===== config.mk =====
export PLATFORM = sky130hd
export DESIGN_NAME = seg7_scan_counter_0_99
export DESIGN_NICKNAME = d
export VERILOG_FILES = /design/src/rtl/seg7_scan_counter_0_99.sv
export SDC_FILE = /design/constraint.sdc
export NUM_CORES = 1
export LEC_CHECK = 0
export ABC_CLOCK_PERIOD_IN_PS = 2270
export CORE_ASPECT_RATIO = 0.5
export CORE_MARGIN = 8
export CORE_UTILIZATION = 40
export DETAILED_ROUTE_END_ITERATION = 16
export SETUP_SLACK_MARGIN = 0.05
export SLEW_MARGIN = 20
export SYNTH_ARGS = -nofsm -noshare
export SYNTH_HDL_FRONTEND = slang
export SYNTH_SLANG_ARGS = --single-unit

===== constraint.sdc =====
create_clock -name clk -period 2.27 [get_ports clk]
set_clock_uncertainty 0.1 [all_clocks]
set_input_delay 0.5675 -clock clk [delete_from_list [all_inputs] [get_ports clk]]
set_output_delay 0.5675 -clock clk [all_outputs]
set_load 0.02 [all_outputs]

===== src/rtl/seg7_scan_counter_0_99.sv =====
// ----------------------------------------------------------------------------
// seg7_scan_counter_0_99
//
// Purpose:
//   Two-digit BCD counter (00..99) that steps up or down once every TICK_DIV
//   clocks while enabled. A free-running scanner time-multiplexes the tens
//   and ones digits onto a single 4-bit BCD bus, with a channel code for the
//   downstream 7-segment decoder seg7_0_99.
//
// Parameters:
//   TICK_DIV      clk cycles per count step   (>= 2)
//   SCAN_DIV      clk cycles per digit slot   (>= 2)
//
// Ports:
//   clk           in   1  single clock, rising edge
//   rst           in   1  synchronous, active-high reset
//   en            in   1  count enable; 0 freezes digits and tick prescaler
//   up            in   1  1 = increment, 0 = decrement
//   load          in   1  synchronous load of load_tens/load_ones
//   load_tens     in   4  BCD tens value for load (clamped to 9)
//   load_ones     in   4  BCD ones value for load (clamped to 9)
//   tens          out  4  current tens digit
//   ones          out  4  current ones digit
//   wrap          out  1  one-cycle pulse on 99->00 (up) or 00->99 (down)
//   bcd           out  4  scanned digit to the decoder
//   disp_channel  out  2  2 = tens slot, 1 = ones slot
// ----------------------------------------------------------------------------
module seg7_scan_counter_0_99 #(
    parameter int TICK_DIV = 50_000_000,
    parameter int SCAN_DIV = 50_000
) (
    input  logic       clk,
    input  logic       rst,
    input  logic       en,
    input  logic       up,
    input  logic       load,
    input  logic [3:0] load_tens,
    input  logic [3:0] load_ones,
    output logic [3:0] tens,
    output logic [3:0] ones,
    output logic       wrap,
    output logic [3:0] bcd,
    output logic [1:0] disp_channel
);

    localparam int TW = (TICK_DIV > 1) ? $clog2(TICK_DIV) : 1;
    localparam int SW = (SCAN_DIV > 1) ? $clog2(SCAN_DIV) : 1;
    localparam logic [TW-1:0] TICK_LAST = TW'(TICK_DIV - 1);
    localparam logic [SW-1:0] SCAN_LAST = SW'(SCAN_DIV - 1);

    logic [TW-1:0] r_tick_cnt;
    logic [SW-1:0] r_scan_cnt;
    logic          r_slot_tens;
    logic [3:0]    r_tens;
    logic [3:0]    r_ones;
    logic          r_wrap;
    logic [3:0]    r_bcd;
    logic [1:0]    r_disp;

    logic          w_tick;
    logic [3:0]    w_step_tens;
    logic [3:0]    w_step_ones;
    logic          w_step_wrap;

    // Load values above 9 are not valid BCD; saturate them to 9.
    function automatic logic [3:0] clamp9(input logic [3:0] v);
        return (v > 4'd9) ? 4'd9 : v;
    endfunction

    assign w_tick = en && (r_tick_cnt == TICK_LAST);

    // Next digit pair for one count step in the selected direction.
    always_comb begin
        w_step_tens = r_tens;
        w_step_ones = r_ones;
        w_step_wrap = 1'b0;
        if (up) begin
            if (r_ones != 4'd9) begin
                w_step_ones = r_ones + 4'd1;
            end else begin
                w_step_ones = 4'd0;
                if (r_tens != 4'd9) begin
                    w_step_tens = r_tens + 4'd1;
                end else begin
                    w_step_tens = 4'd0;
                    w_step_wrap = 1'b1;
                end
            end
        end else begin
            if (r_ones != 4'd0) begin
                w_step_ones = r_ones - 4'd1;
            end else begin
                w_step_ones = 4'd9;
                if (r_tens != 4'd0) begin
                    w_step_tens = r_tens - 4'd1;
                end else begin
                    w_step_tens = 4'd9;
                    w_step_wrap = 1'b1;
                end
            end
        end
    end

    // Tick prescaler: load restarts the count period, en=0 freezes it.
    always_ff @(posedge clk) begin
        if (rst || load) begin
            r_tick_cnt <= '0;
        end else if (en) begin
            r_tick_cnt <= (r_tick_cnt == TICK_LAST) ? '0 : r_tick_cnt + 1'b1;
        end
    end

    // Digit registers and wrap pulse. Load wins over a coincident tick and
    // that tick is simply lost.
    always_ff @(posedge clk) begin
        if (rst) begin
            r_tens <= 4'd0;
            r_ones <= 4'd0;
            r_wrap <= 1'b0;
        end else if (load) begin
            r_tens <= clamp9(load_tens);
            r_ones <= clamp9(load_ones);
            r_wrap <= 1'b0;
        end else if (w_tick) begin
            r_tens <= w_step_tens;
            r_ones <= w_step_ones;
            r_wrap <= w_step_wrap;
        end else begin
            r_wrap <= 1'b0;
        end
    end

    // Scanner runs regardless of en/load. The slot flag flips on the last
    // count, and the registered bus outputs follow the slot one cycle
    // later, so each (channel, digit) pair is updated together.
    always_ff @(posedge clk) begin
        if (rst) begin
            r_scan_cnt  <= '0;
            r_slot_tens <= 1'b1;
            r_bcd       <= 4'd0;
            r_disp      <= 2'd2;
        end else begin
            if (r_scan_cnt == SCAN_LAST) begin
                r_scan_cnt  <= '0;
                r_slot_tens <= ~r_slot_tens;
            end else begin
                r_scan_cnt <= r_scan_cnt + 1'b1;
            end
            r_bcd  <= r_slot_tens ? r_tens : r_ones;
            r_disp <= r_slot_tens ? 2'd2 : 2'd1;
        end
    end

    assign tens         = r_tens;
    assign ones         = r_ones;
    assign wrap         = r_wrap;
    assign bcd          = r_bcd;
    assign disp_channel = r_disp;

endmodule


==> Yosys cells after proc, flatten, opt, wreduce, memory -nomap -nowiden <==
Index checks and enable logic that the tools add are counted.
{ "totals": {"reg_bits": 58, "elab_cells": 54, "out_inout_bits": 15, "in_bits": 13} }
{ "op_classes": {"n_lt_le_gt_ge": 2, "bitwise": 2, "eq_ne": 6, "muxes": 22, "n_reduce_logical": 8, "n_addsub": 6} }
{ "ops": {"columns": ["operator", "count"], "rows": [
  ["4-bit 2-to-1 mux", 15],
  ["26-bit by 1-bit adder with 26-bit output (second input constant)", 1],
  ["26-bit equality test (second input constant)", 1],
  ["26-bit 2-to-1 mux", 1],
  ["16-bit by 1-bit adder with 16-bit output (second input constant)", 1],
  ["16-bit equality test (second input constant)", 1],
  ["4-bit by 1-bit adder with 4-bit output (second input constant)", 2],
  ["4-bit greater-than comparator (second input constant)", 2],
  ["4-bit inequality test (second input constant)", 2],
  ["4-bit nonzero test", 2],
  ["4-bit by 1-bit subtractor with 4-bit output (second input constant)", 2],
  ["3-bit inequality test (second input constant)", 2],
  ["1-bit 2-to-1 mux", 5],
  ["3-bit AND reduction", 1],
  ["3-bit OR reduction", 1],
  ["2-bit 2-to-1 mux", 1],
  ["1-bit inverter", 2],
  ["2-bit nonzero test", 1],
  ["2-bit OR reduction", 1],
  ["1-bit logical AND", 1],
  ["1-bit logical OR", 1]
]} }

==> Logic depth before layout (Yosys ltp) <==
{ "depth": {"ltp_word": 6, "ltp_mapped": 9, "mapped_depth_nobuf": 6} }

==> Worst setup path before layout <==
Ideal clock, no wire load.
{ "synth_path": {"path_type": "input to register", "startpoint": "in en", "endpoint": "reg r_tens[2] (netlist: tens[2])", "t_arrival_ps": 1957, "path_slack_ps": 86, "path_buffers": 1, "setup_time_ps": 127, "t_required_ps": 2043, "path_stages": 6, "cell_sequence": "and3_1 clkbuf_1 nand4_1 nand4b_1 and3_1 or3b_1"} }
{ "synth_via": {"elab_chain_len": 3} }
{ "synth_lines": {"columns": ["item", "line", "source"], "rows": [
  ["start, declared", "34", "input logic en,"],
  ["1-bit logical AND", "70", "assign w_tick = en && (r_tick_cnt == TICK_LAST);"],
  ["2-bit nonzero test (no line)", null, null],
  ["3-bit AND reduction (no line)", null, null],
  ["end signal, assigned", "121", "r_tens <= clamp9(load_tens);"],
  ["end signal, assigned", "125", "r_tens <= w_step_tens;"],
  ["end, declared", "54", "logic [3:0] r_tens;"]
]} }
No other way between the ends.
A chain may end at the register's enable or synchronous reset.

==> Worst setup path in the final report <==
{ "layout_path": {"startpoint": "reg r_tick_cnt[7]", "endpoint": "reg r_tick_cnt[24]"} }
{ "layout_via": {"elab_chain_len": 2, "word_cells_on_any_way": 3, "cone_classes": "add/sub: 1; eq/ne: 1; mux: 1"} }
{ "layout_lines": {"columns": ["item", "line", "source"], "rows": [
  ["start, declared", "51", "logic [TW-1:0] r_tick_cnt;"],
  ["start signal, assigned", "109", "r_tick_cnt <= (r_tick_cnt == TICK_LAST) ? '0 : r_tick_cnt + 1'b1;"],
  ["26-bit by 1-bit adder with 26-bit output / 26-bit equality test (equally long branches)", "109", null],
  ["26-bit 2-to-1 mux *", "109", null]
]} }
Mark *: on every way between the ends. The rest lies on a longest branch, timed or not.

==> qor.csv <==
stage;metric;value;unit
logic_synthesis;synth.most_common_cell;nor2_1;
place;hpwl;4.59;mm
logic_synthesis;synth_ff_type;dfxtp_1;
logic_synthesis;async_reset_ff_frac;0;
worst_setup_path;r2r_start;r_tick_cnt[7]$_SDFFE_PP0P_;
detailed_routing;vias;2535;
sta;max_freq;449;MHz
sta;worstMarginPinSlew;483;ps
worst_setup_path;r2r_slack;40;ps
detailed_routing;via_per_inst;5.22;
logic_synthesis;syn_area;2830;um^2
global_routing;grt_pass1_wl;10.8;mm
worst_setup_path;critPathArrivalTime;2340;ps
sta;post-route-period-util;0.981;
global_routing;globalRouteMet1Util;0.148;
sta;rsz0062_at_grt;true;
worst_hold_path;min_path_type;reg2reg;
clock_network;tritoncts;yes;
worst_setup_path;worst-path-max-fanout;12;
pwr;finalPower;0.00247;W
logic_synthesis;synth_top_area_share;0.410;
worst_hold_path;hold_path_end;r_scan_cnt[0]$_SDFF_PP0_;
logic_synthesis;ys_ff_latch;58;
global_routing;grt_antenna_before_repair;0;
detailed_routing;drc;0;
logic_synthesis;ys_seq_area_frac;0.410;
logic_synthesis;syn_avg_cell_area;8.30;um^2
sta;slew_violations;0;
logic_synthesis;yosysWarningCount;0;
worst_setup_path;endpoint_kind;register;
pwr;power_density;660;nW/um^2
sta;hold_viol;0;
global_routing;grt-busiest-layer;met2;
worst_hold_path;min_from;r_scan_cnt[0]$_SDFF_PP0_;
clock_network;ctsHoldBuffers;0;
die;rows;21;
logic_synthesis;synth-edff-count;0;
logic_synthesis;syn_nets;356;
clock_network;clk_pin_slew;50;ps
global_routing;grt_pass1_vias;2375;
worst_setup_path;crit_buf_inv;1;
detailed_routing;wl_per_cell;13.8;um
clock_network;root_buffer;clkbuf_16;
worst_setup_path;cp_data_required_time;2390;ps
outcome;status;finished clean;
cells_and_area;finalNetCount;407;
detailed_routing;dr.pass1.iters;4;
detailed_routing;ant_nets;0;
cells_and_area;n_antenna_cell;0;
worst_setup_path;crit_slowest_cell;or4_4;
worst_setup_path;crit_chain;or4_4, or4_4, nor2_4, nand2b_4, clkbuf_16, nor2_1;
die;core-area;6780;um^2
place;placed_cells;468;
detailed_routing;routed_wl;6.69;mm
global_routing;grt_max_degree;25;
place;portBuffers;27;
place;place.gp.congestion;0.817;
worst_setup_path;critPathMaxStageDelay;540;ps
cells_and_area;drive_gt1_frac;0.193;
worst_setup_path;crit_path_frequent_cell;or4_4;
global_routing;gr-usage-met2;0.237;
worst_setup_path;r2r-end;r_tick_cnt[24]$_SDFFE_PP0P_;
clock_network;cts_max_path_buffers;2;
cells_and_area;post_layout_nonfiller_instances;486;
detailed_routing;drt_iter0_drc;132;
sta;setup-violations-final;0;
worst_setup_path;critical_path.top_delay_family;simple AND/OR/NAND/NOR gates;
pwr;peakVddDrop;385;uV
global_routing;track_usage;0.137;
sta;min_period;2230;ps
die;die_w;135;um
sta;slew_headroom;0.677;
clock_network;htree_levels;3;
worst_setup_path;path_class;reg2reg;
logic_synthesis;yosys-top-cells-count;nor2_1 (63), dfxtp_1 (58), nand2_1 (25), xnor2_1 (24), xor2_1 (20);
cells_and_area;area_delta_synth_final;32.1;%
logic_synthesis;synth_top_cell_by_area;dfxtp_1;
pwr;leakage;1.37;nW
logic_synthesis;synthTopCellsByArea;dfxtp_1 (41%), nor2_1 (8.4%), xnor2_1 (7.4%), xor2_1 (6.2%), nand2_1 (3.3%);
die;design.die.area;10200;um^2
global_routing;use_met3;0.0632;
logic_synthesis;synthCells;341;
flow_run;cap_violations;0;
clock_network;numCtsBuffers;9;
worst_hold_path;hold_path_depth;1;
clock_network;cts.sinks;58;
die;die_h;75.5;um
worst_setup_path;ff2ff_path_depth;6;
die;start_util;0.417;
clock_network;clock_latency;330;ps
global_routing;grt-ovfl-total;0;
die;io-pin-count;28;
logic_synthesis;synth_cell_types;44;
worst_setup_path;critPathLaunchType;register;
## state kept, by name (all words and copies together), names as in the netlist
name,cells
ones,4
r_slot_tens,1
r_scan_cnt,16
wrap,1
bcd,4
r_tick_cnt,26
tens,4
disp_channel,2
## per-stage QoR
stage	area (um^2)	setup slack (ps)	setup TNS, ps	util	hold WS (ps)
2_1_floorplan	2830	86.2	0	-	330
3_3_place_gp	3320	-88.1	-671	0.490	342
3_5_place_dp	3320	-105	-1860	0.490	356
4_1_cts	3580	57.8	0	0.529	367
5_1_grt	3740	-31.1	-436	0.551	387
6_report	3740	42.5	0	0.551	363
## layout make-up
type | count | area, um^2
multi-input cells | 258 | 1620
clock buffers | 13 | 260
flip-flops and latches | 58 | 1170
inverters | 8 | 30.0
fillers | 626 | 3040
repair buffers | 57 | 543
well taps | 92 | 115
## what timing repair did
item	4_1_cts	5_1_grt
buffers inserted	0	3
gates cloned	0	2
pin swaps	0	6
setup endpoints to repair	2	29
gates resized for setup	2	25
endpoints found under the hold margin	0	0
## worst max path at each step
stage | startpoint | to | cells past startpoint
final | r_tick_cnt[7]$_SDFFE_PP0P_ | r_tick_cnt[24]$_SDFFE_PP0P_ | 6
after global routing | r_tick_cnt[7]$_SDFFE_PP0P_ | r_tick_cnt[13]$_SDFFE_PP0P_ | 6
after CTS | ones[3]$_SDFFE_PP0P_ | ones[3] | 1
after detailed placement | en | tens[1]$_SDFFE_PP0P_ | 7
after global placement | en | r_tick_cnt[20]$_SDFFE_PP0P_ | 7
after floorplan | en | tens[2]$_SDFFE_PP0P_ | 6
## kinds of logic after synthesis
| group | count (synthesis) | share of synthesized area |
|---|---|---|
| AOI/OAI and AO/OA | 34 | 0.0774 |
| and+or+nand+nor | 172 | 0.302 |
| buffers and inverters | 25 | 0.0438 |
| muxes | 6 | 0.0217 |
| xor gates and xnor gates | 44 | 0.136 |
| adders and majority gates | 2 | 0.00884 |
| DFF | 58 | 0.410 |
## layer usage
layer,part of all wire,up-vias,wire [um]
met5,0,-,0
met4,0.011,0,72
met3,0.038,7,252
met2,0.52,22,3460
met1,0.43,1227,2910
li1,-,1279,-
## cell usage in the layout (no fill, tap or decap), types with 3 or more instances in the layout
cell type	instances
xor2_1	20
and3_1	8
and4_1	4
nor3_1	14
a21oi_1	5
buf_4	27
nand3_1	17
or4_4	3
o21ai_0	14
inv_1	8
xnor2_1	24
clkdlybuf4s50_1	27
dfxtp_1	51
nand2_1	25
nor2_2	11
nor2_1	51
clkbuf_16	11
nand4_1	13
or3_1	3
and2_1	3
dfxtp_2	7
nor4_1	4
mux2i_1	5
## where the power goes
group / switching [W] / total [W] / internal [W]
Combinational: 0.000105 / 0.000208 / 0.000103
Sequential: 0.0000211 / 0.00106 / 0.00104
Clock: 0.000421 / 0.00120 / 0.000776
(Power assumes the default switching activity.)
